### src/rtl/bimodal_pht.sv
// -----------------------------------------------------------------------------
// bimodal_pht
//   Pattern history table for a bimodal branch predictor: 2^INDEX_WIDTH
//   two-bit saturating counters. One prediction lookup and one resolved-branch
//   update are serviced every cycle. Updates go through a two-stage
//   read-modify-write pipeline: U1 captures the entry, U2 writes the
//   saturated next value back. After reset, an init sweep writes INIT_VALUE
//   to every entry. Lookups and updates are ignored until the sweep is done.
//
// Ports
//   clk             : clock, all state changes on the rising edge
//   rst_n           : asynchronous active-low reset
//   pred_valid      : lookup request (accepted whenever the table is running)
//   pred_index      : entry to look up
//   pred_resp_valid : registered strobe, one cycle after an accepted lookup
//   pred_counter    : counter value returned by the last accepted lookup
//   pred_taken      : MSB of pred_counter
//   upd_valid       : update request
//   upd_index       : entry to update
//   upd_taken       : branch outcome (1 = increment, 0 = decrement)
//   upd_ready       : high once the table accepts updates
//   init_done       : high once the init sweep has completed
// -----------------------------------------------------------------------------
module bimodal_pht #(
  parameter int         INDEX_WIDTH = 6,
  parameter logic [1:0] INIT_VALUE  = 2'b01
) (
  input  logic                   clk,
  input  logic                   rst_n,
  input  logic                   pred_valid,
  input  logic [INDEX_WIDTH-1:0] pred_index,
  output logic                   pred_resp_valid,
  output logic [1:0]             pred_counter,
  output logic                   pred_taken,
  input  logic                   upd_valid,
  input  logic [INDEX_WIDTH-1:0] upd_index,
  input  logic                   upd_taken,
  output logic                   upd_ready,
  output logic                   init_done
);

  localparam int                     ENTRIES    = 1 << INDEX_WIDTH;
  localparam logic [INDEX_WIDTH-1:0] LAST_INDEX = {INDEX_WIDTH{1'b1}};
  localparam logic [INDEX_WIDTH-1:0] PTR_STEP   = {{(INDEX_WIDTH-1){1'b0}}, 1'b1};

  typedef enum logic {
    ST_INIT = 1'b0,
    ST_RUN  = 1'b1
  } state_t;

  // 2-bit saturating counter step; never wraps in either direction.
  function automatic logic [1:0] sat_next(input logic [1:0] cnt, input logic taken);
    logic [1:0] nxt;
    if (taken) begin
      if (cnt == 2'b11) begin
        nxt = cnt;
      end else begin
        nxt = cnt + 2'b01;
      end
    end else begin
      if (cnt == 2'b00) begin
        nxt = cnt;
      end else begin
        nxt = cnt - 2'b01;
      end
    end
    return nxt;
  endfunction

  state_t                 state_r;
  logic [INDEX_WIDTH-1:0] init_ptr_r;
  logic [1:0]             table_r [ENTRIES];

  logic                   u1_valid_r;
  logic [INDEX_WIDTH-1:0] u1_index_r;
  logic                   u1_taken_r;
  logic [1:0]             u1_counter_r;

  logic                   lookup_accept_s;
  logic                   upd_accept_s;
  logic                   wb_en_s;
  logic [1:0]             wb_value_s;
  logic [1:0]             pred_read_s;
  logic [1:0]             upd_read_s;

  // Write-back value for the entry held in U1; also the bypass source.
  always_comb begin
    wb_en_s    = u1_valid_r;
    wb_value_s = sat_next(u1_counter_r, u1_taken_r);
  end

  // Request acceptance: nothing gets in while the init sweep is running.
  always_comb begin
    lookup_accept_s = pred_valid && (state_r == ST_RUN);
    upd_accept_s    = upd_valid && upd_ready;
  end

  // Table reads with write-first bypass: a write landing at this edge wins.
  always_comb begin
    if (wb_en_s && (u1_index_r == pred_index)) begin
      pred_read_s = wb_value_s;
    end else begin
      pred_read_s = table_r[pred_index];
    end
    if (wb_en_s && (u1_index_r == upd_index)) begin
      upd_read_s = wb_value_s;
    end else begin
      upd_read_s = table_r[upd_index];
    end
  end

  // Init sweep / run-mode FSM with registered status outputs.
  always_ff @(posedge clk or negedge rst_n) begin
    if (!rst_n) begin
      state_r    <= ST_INIT;
      init_ptr_r <= {INDEX_WIDTH{1'b0}};
      init_done  <= 1'b0;
      upd_ready  <= 1'b0;
    end else begin
      case (state_r)
        ST_INIT: begin
          init_ptr_r <= init_ptr_r + PTR_STEP;
          if (init_ptr_r == LAST_INDEX) begin
            state_r   <= ST_RUN;
            init_done <= 1'b1;
            upd_ready <= 1'b1;
          end else begin
            state_r   <= ST_INIT;
            init_done <= 1'b0;
            upd_ready <= 1'b0;
          end
        end
        ST_RUN: begin
          state_r   <= ST_RUN;
          init_done <= 1'b1;
          upd_ready <= 1'b1;
        end
        default: begin
          state_r    <= ST_INIT;
          init_ptr_r <= {INDEX_WIDTH{1'b0}};
          init_done  <= 1'b0;
          upd_ready  <= 1'b0;
        end
      endcase
    end
  end

  // Counter storage: sweep writes during INIT, U2 write-back in RUN.
  // Left unreset on purpose; the sweep establishes every entry after reset.
  always_ff @(posedge clk) begin
    if (state_r == ST_INIT) begin
      table_r[init_ptr_r] <= INIT_VALUE;
    end else if (wb_en_s) begin
      table_r[u1_index_r] <= wb_value_s;
    end
  end

  // U1 stage: capture the update and the (bypassed) current counter value.
  always_ff @(posedge clk or negedge rst_n) begin
    if (!rst_n) begin
      u1_valid_r   <= 1'b0;
      u1_index_r   <= {INDEX_WIDTH{1'b0}};
      u1_taken_r   <= 1'b0;
      u1_counter_r <= 2'b00;
    end else begin
      u1_valid_r <= upd_accept_s;
      if (upd_accept_s) begin
        u1_index_r   <= upd_index;
        u1_taken_r   <= upd_taken;
        u1_counter_r <= upd_read_s;
      end
    end
  end

  // Lookup response register; counter holds its last value when idle.
  always_ff @(posedge clk or negedge rst_n) begin
    if (!rst_n) begin
      pred_resp_valid <= 1'b0;
      pred_counter    <= 2'b00;
      pred_taken      <= 1'b0;
    end else begin
      pred_resp_valid <= lookup_accept_s;
      if (lookup_accept_s) begin
        pred_counter <= pred_read_s;
        pred_taken   <= pred_read_s[1];
      end
    end
  end

endmodule

### config.mk
export PLATFORM = sky130hd
export DESIGN_NAME = bimodal_pht
export DESIGN_NICKNAME = d
export VERILOG_FILES = /design/src/rtl/bimodal_pht.sv
export SDC_FILE = /design/constraint.sdc
export NUM_CORES = 1
export LEC_CHECK = 0
export CAP_MARGIN = 0
export CORE_MARGIN = 2
export CORE_UTILIZATION = 36
export CTS_BUF_LIST = sky130_fd_sc_hd__clkbuf_8
export DETAILED_ROUTE_END_ITERATION = 7
export PLACE_DENSITY_LB_ADDON = 0.2
export SYNTH_ARGS = -nofsm -noshare
export SYNTH_HDL_FRONTEND = slang
export SYNTH_SLANG_ARGS = --single-unit
export TNS_END_PERCENT = 10
### constraint.sdc
create_clock -name clk -period 5.1 [get_ports clk]
set_clock_uncertainty 0.05 [all_clocks]
set_input_delay 1.53 -clock clk [delete_from_list [all_inputs] [get_ports clk]]
set_output_delay 1.53 -clock clk [all_outputs]
set_load 0.02 [all_outputs]
==> results.sh, run 1 <==
export IMPL_status="finished clean"
export IMPL_initial_utilization_pct=37.0
export IMPL_finalSetupTns_ps=0
export IMPL_layout_cells_non_filler=809
export IMPL_numPlacedInstances=777
export IMPL_irDropWorstVdd_uv=110
export IMPL_post_cts_buffers=0
export IMPL_synth_cell_types=55
export IMPL_synth_area_um2=7530
export IMPL_hold_violations=0
export IMPL_synth_main_ff_cell="edfxtp_1"
export IMPL_finalPower_mw=2.30
export IMPL_cts_root_buf="clkbuf_8"
export IMPL_synth_edff_count=128
export IMPL_reg2regPathDepth=4
export IMPL_grt_ovfl_total=0
export IMPL_antenna_found_initial=0
export IMPL_synth_seq_cells=148
export IMPL_avgSynthCellArea_um2=14.8
export IMPL_cts_max_level=4
export IMPL_netlist_top_cells_area="edfxtp_1 51%, mux4_2 18%, dfrtp_1 6.6%, nor2_1 3.6%, mux2_2 1.8%"
export IMPL_cp_start_kind="input port"
export IMPL_portBuffers=22
export IMPL_route_vias_total=4777
export IMPL_finalCoreUtilization_pct=41.1
export IMPL_cp_arrival_ps=4190
export IMPL_cts_tree="done"
export IMPL_r2r_end="table_r[17][0]"
export IMPL_max_slew_margin_pct=17.1
export IMPL_cts_resized=0
export IMPL_vias_per_cell=5.90
export IMPL_fin_crit_ps=3870
export IMPL_yosysTopAreaCell="edfxtp_1"
export IMPL_routed_wl_um=20400
export IMPL_finalSetupViolCount=0
export IMPL_reg2reg_slack_ps=2030
export IMPL_path_clk_slew_ps=90
export IMPL_dp_hpwl_um=13900
export IMPL_synthesis_instances=508
export IMPL_synth_most_common_cell="edfxtp_1"
export IMPL_end_kind="register"
export IMPL_cts_num_sinks=148
export IMPL_wire_per_inst_um=25.2
export IMPL_num_fill_cells=1891
export IMPL_async_reset_ff_share_pct=13.5
export IMPL_maxCapViolations=0
export IMPL_p_leak_nw=2.36
export IMPL_grt_use_total_pct=19.5
export IMPL_synthTopCellsByCount="128 x edfxtp_1, 72 x nor2_1, 59 x mux4_2"
export IMPL_crit_type="input port to register"
export IMPL_antenna_cells=0
export IMPL_r2r_start="state_r"
export IMPL_place_gp_congestion=0.806
export IMPL_yosysTopAreaCellShare_pct=51.1
export IMPL_drive_gt1_share_pct=22.4
export IMPL_fin_nets=544
export IMPL_pin_count=23
export IMPL_crit_required_ps=5410
export IMPL_syn_to_final_growth_pct=11.1
export IMPL_whs_endpoint="init_ptr_r[4]"
export IMPL_dieArea_um2=22100
export IMPL_min_path_type="register to register"
export IMPL_drtPass1Iterations=5
export IMPL_fp_dieH_um=149
export IMPL_clockBufferDepth=2
export IMPL_cts_buffers=17
export IMPL_crit_fanout=17
export IMPL_maxSlewViolCount=0
export IMPL_grt_pass1_wl_um=30900
export IMPL_cellPowerDensity_nw_per_um2=275
export IMPL_rows=52
export IMPL_grt_max_degree=66
export IMPL_ant_nets=0
export IMPL_syn_nets=526
export IMPL_clock_latency_ps=470
export IMPL_drt_initial_drc_count=484
export IMPL_grt_pass1_vias=4844
export IMPL_min_from="init_ptr_r[4]"
export IMPL_hold_ws_ps=457
export IMPL_chipWidth_um=149
export IMPL_rsz0062_at_grt="no"
export IMPL_drc=0
export IMPL_cts_hold_repair_buffers=0
export IMPL_max_clock_freq_mhz=258
export IMPL_synth_yosys_seq_area_share_pct=57.7
export IMPL_synth_warnings=0
export IMPL_period_share_pct=76.0
export IMPL_worstMarginPinSlew_ps=1240
export IMPL_core_area_um2=20400
export IMPL_worstHoldPathCells=1
-- worst max-delay path: stages --
cell             delay [ps]
clkdlybuf4s50_1        1070
buf_4                   360
mux4_2                  310
mux2i_1                 310
a221oi_1                130
a22oi_1                 230
nand3_1                 100
o211a_1                 140
-- layer usage --
layer / vias to the layer above / global-route usage, % / part of all wire (%)
met3: 35 / 4.26 / 5.9
li1: 2054 / - / -
met5: - / 0 / 0
met4: 0 / 7.00 / 2.3
met1: 2508 / 27.1 / 44
met2: 180 / 30.3 / 48
-- how the worst max path moves through the flow --
| stage | start | slack, ps | cells after the start | endpoint |
|---|---|---|---|---|
| after floorplan | pred_index[0] | 1750 | 7 | pred_counter[1] |
| after global placement | upd_index[1] | 730 | 8 | u1_counter_r[1] |
| after detailed placement | upd_index[1] | 740 | 8 | u1_counter_r[1] |
| after CTS | upd_index[1] | 1250 | 8 | u1_counter_r[1] |
| after global routing | upd_index[1] | 1130 | 8 | u1_counter_r[1] |
| final | upd_index[1] | 1230 | 8 | u1_counter_r[1] |
-- through the flow --
step	cell area [um2]	setup slack [ps]
floorplan	7530	1750
global placement	7990	732
detailed placement	7990	744
CTS	8360	1250
global route	8360	1130
finish	8360	1230
-- state kept, by name, indices dropped and copies added, names as in the netlist --
register	cells
state_r	1
u1_valid_r	1
pred_counter	2
pred_resp_valid	1
u1_counter_r	2
u1_index_r	6
u1_taken_r	1
table_r	128
init_ptr_r	6
-- cell families (layout without fill, tap and decap cells) --
family          Yosys count  count (layout)  share of synthesized area (%)
flops                   148             148                           57.7
simple gates            148             148                           8.96
mux                      87              87                           22.2
compound gates           68              68                           6.35
buf+inv                  42              73                           2.91
xor+xnor                 12              12                           1.40
fa+ha+maj                 3               3                          0.432
-- cell type report --
cell class / count / area (um2) / area share [%]
clock buffers: 17 / 234 / 2.80
clock inverters: 15 / 133 / 1.59
flip-flops and latches: 148 / 4340 / 52.0
multi-input cells: 318 / 2970 / 35.5
repair buffers: 32 / 310 / 3.71
well taps: 270 / 338 / 4.04
inverters: 9 / 33.8 / 0.404
-- cells in the final DEF (no fill, tap or decap), drive strengths merged, types with 9 or more instances in the layout --
| cell type | instances |
|---|---|
| nand2 | 24 |
| clkbuf | 17 |
| nor2 | 72 |
| mux2i | 12 |
| o21ai | 13 |
| dfrtp | 20 |
| mux4 | 62 |
| clkdlybuf4s50 | 20 |
| buf | 12 |
| a21oi | 10 |
| edfxtp | 128 |
| mux2 | 13 |
| xnor2 | 9 |
| a22oi | 11 |
| nand3 | 15 |
| inv | 13 |
-- report_power, final --
group          leakage (nW)  internal [mW]  switching, mW
clock network         0.186          0.389          0.489
logic                  1.02         0.0531         0.0690
registers              1.16           1.30              0
total                  2.36           1.74          0.558
Power figures use the tool's default switching activity.
==> inputs of run 2 (changes only) <==
clock period = 3.35 ns   (was 5.1 ns; I/O delays follow)
==> run 2 against run 1 <==
  * Register-to-register slack worse by 1200 ps
  * Critical path depth did not move
  * Sequential power is 52% higher
  * Non-clock buffer count grew 22
  * Hold slack got worse by 20 ps
  * Global-route usage is 0.12 points higher
  * Final cell count increased by 2.2%
  * Setup slack got worse by 680 ps
==> results.sh, run 2 (synthesized netlist as in run 1, its figures left out) <==
export IMPL_status="finished clean"
export IMPL_pin_count=23
export IMPL_crit_required_ps=3640
export IMPL_grt_busiest_layer="met2"
export IMPL_grt_pass1_vias=4932
export IMPL_met2_usage_pct=30.7
export IMPL_r2r_start="u1_valid_r"
export IMPL_use_met1_pct=27.5
export IMPL_maxSlewViolCount=0
export IMPL_syn_to_final_growth_pct=14.2
export IMPL_p_leak_nw=2.49
export IMPL_antenna_cells=0
export IMPL_place_gp_congestion=0.898
export IMPL_reg2reg_slack_ps=800
export IMPL_max_clock_freq_mhz=356
export IMPL_cellPowerDensity_nw_per_um2=414
export IMPL_startpoint="pred_index[1]"
export IMPL_min_from="init_ptr_r[4]"
export IMPL_drtPass1Iterations=5
export IMPL_largest_reg_flops=128
export IMPL_grt_use_total_pct=19.6
export IMPL_finalCoreUtilization_pct=42.2
export IMPL_wire_per_inst_um=24.9
export IMPL_vias_per_cell=5.86
export IMPL_rsz0062_at_grt="no"
export IMPL_crit_type="input port to register"
export IMPL_antenna_found_initial=0
export IMPL_irDropWorstVdd_uv=203
export IMPL_maxCapViolations=0
export IMPL_chipWidth_um=149
export IMPL_crit_fanout=13
export IMPL_drt_initial_drc_count=564
export IMPL_path_clk_slew_ps=80
export IMPL_core_area_um2=20400
export IMPL_final_common_cell="edfxtp_1"
export IMPL_final_cell_mix="128 x edfxtp_1, 72 x nor2_1, 59 x mux4_2"
export IMPL_use_met3_pct=3.59
export IMPL_grt_pass1_wl_um=31200
export IMPL_max_slew_margin_pct=54.4
export IMPL_top_regs="table_r (128), init_ptr_r (6), u1_index_r (6)"
export IMPL_cts_num_sinks=148
export IMPL_cts_resized=0
export IMPL_rows=52
export IMPL_r2r_end="table_r[34][0]"
export IMPL_post_cts_buffers=0
export IMPL_cts_max_level=4
export IMPL_cp_arrival_ps=3100
export IMPL_portBuffers=22
export IMPL_period_share_pct=83.8
export IMPL_cts_root_buf="clkbuf_8"
export IMPL_numPlacedInstances=799
export IMPL_finalSetupTns_ps=0
export IMPL_cts_buffers=17
export IMPL_whs_endpoint="init_ptr_r[4]"
export IMPL_end_kind="register"
export IMPL_finalPower_mw=3.56
export IMPL_dp_hpwl_um=14500
export IMPL_initial_utilization_pct=37.0
export IMPL_ant_nets=0
export IMPL_drive_gt1_share_pct=24.8
export IMPL_fin_nets=566
export IMPL_fin_crit_ps=2810
export IMPL_grt_ovfl_total=0
export IMPL_dieArea_um2=22100
export IMPL_route_vias_total=4847
export IMPL_worstMarginPinSlew_ps=683
export IMPL_layout_cells_non_filler=827
export IMPL_clockBufferDepth=2
export IMPL_finalSetupViolCount=0
export IMPL_drc=0
export IMPL_fp_dieH_um=149
export IMPL_hold_violations=0
export IMPL_grt_max_degree=49
export IMPL_regMostFlops="table_r"
export IMPL_cp_start_kind="input port"
export IMPL_min_path_type="register to register"
export IMPL_fin_area_um2=8600
export IMPL_cts_tree="done"
export IMPL_place_area_um2=8220
export IMPL_reg2regPathDepth=4
export IMPL_worstHoldPathCells=1
export IMPL_routed_wl_um=20600
export IMPL_cts_hold_repair_buffers=0
export IMPL_clock_latency_ps=460
## run 2: cell types whose count changed in the layout (fill, tap and decap cells not counted), sizes merged
cell      change
buf          +22
clkinv        -2
inv           -3
bufinv        +2
clkinvlp      -1
## run 2: where the power goes
| part | internal (mW) | switching, mW | total (mW) |
|---|---|---|---|
| clock network | 0.713 | 0.671 | 1.38 |
| logic | 0.0987 | 0.107 | 0.206 |
| registers | 1.97 | 0 | 1.97 |
## run 2: cell type report
cell class / instances / area [um2]
clock inverter: 11 / 141
tap: 270 / 338
sequential: 148 / 4340
fill: 1855 / 11800
multi-input combinational: 318 / 2970
timing repair buffer: 54 / 538
clock buffer: 17 / 234
inverter: 9 / 33.8
## run 2: per-stage QoR
step | hold slack (ps) | setup slack, ps
5_1_grt | 471 | 415
4_1_cts | 440 | 592
3_5_place_dp | 429 | 115
3_3_place_gp | 429 | 102
6_report | 437 | 542
2_1_floorplan | 401 | 525
## run 2: worst max path at each step
stage / to / slack [ps] / depth (start not counted)
2_1_floorplan: pred_counter[1] / 530 / 7
3_3_place_gp: pred_counter[1] / 100 / 7
3_5_place_dp: pred_counter[1] / 120 / 7
4_1_cts: pred_counter[1] / 590 / 7
5_1_grt: pred_counter[1] / 420 / 7
6_report: pred_counter[1] / 540 / 8
## run 2: routing by layer
| metal | up-vias | wire length (um) |
|---|---|---|
| li1 | 2091 | - |
| met2 | 203 | 9710 |
| met4 | 0 | 475 |
| met5 | - | 0 |
| met1 | 2522 | 9070 |
| met3 | 31 | 1340 |
## run 2: worst max-delay path: stages
cell and delay, ps:
clkdlybuf4s50_1 500, buf_12 150, buf_12 160, mux4_2 330, a22o_1 250, nor4_1 280
o21ai_0 140, a32o_1 280
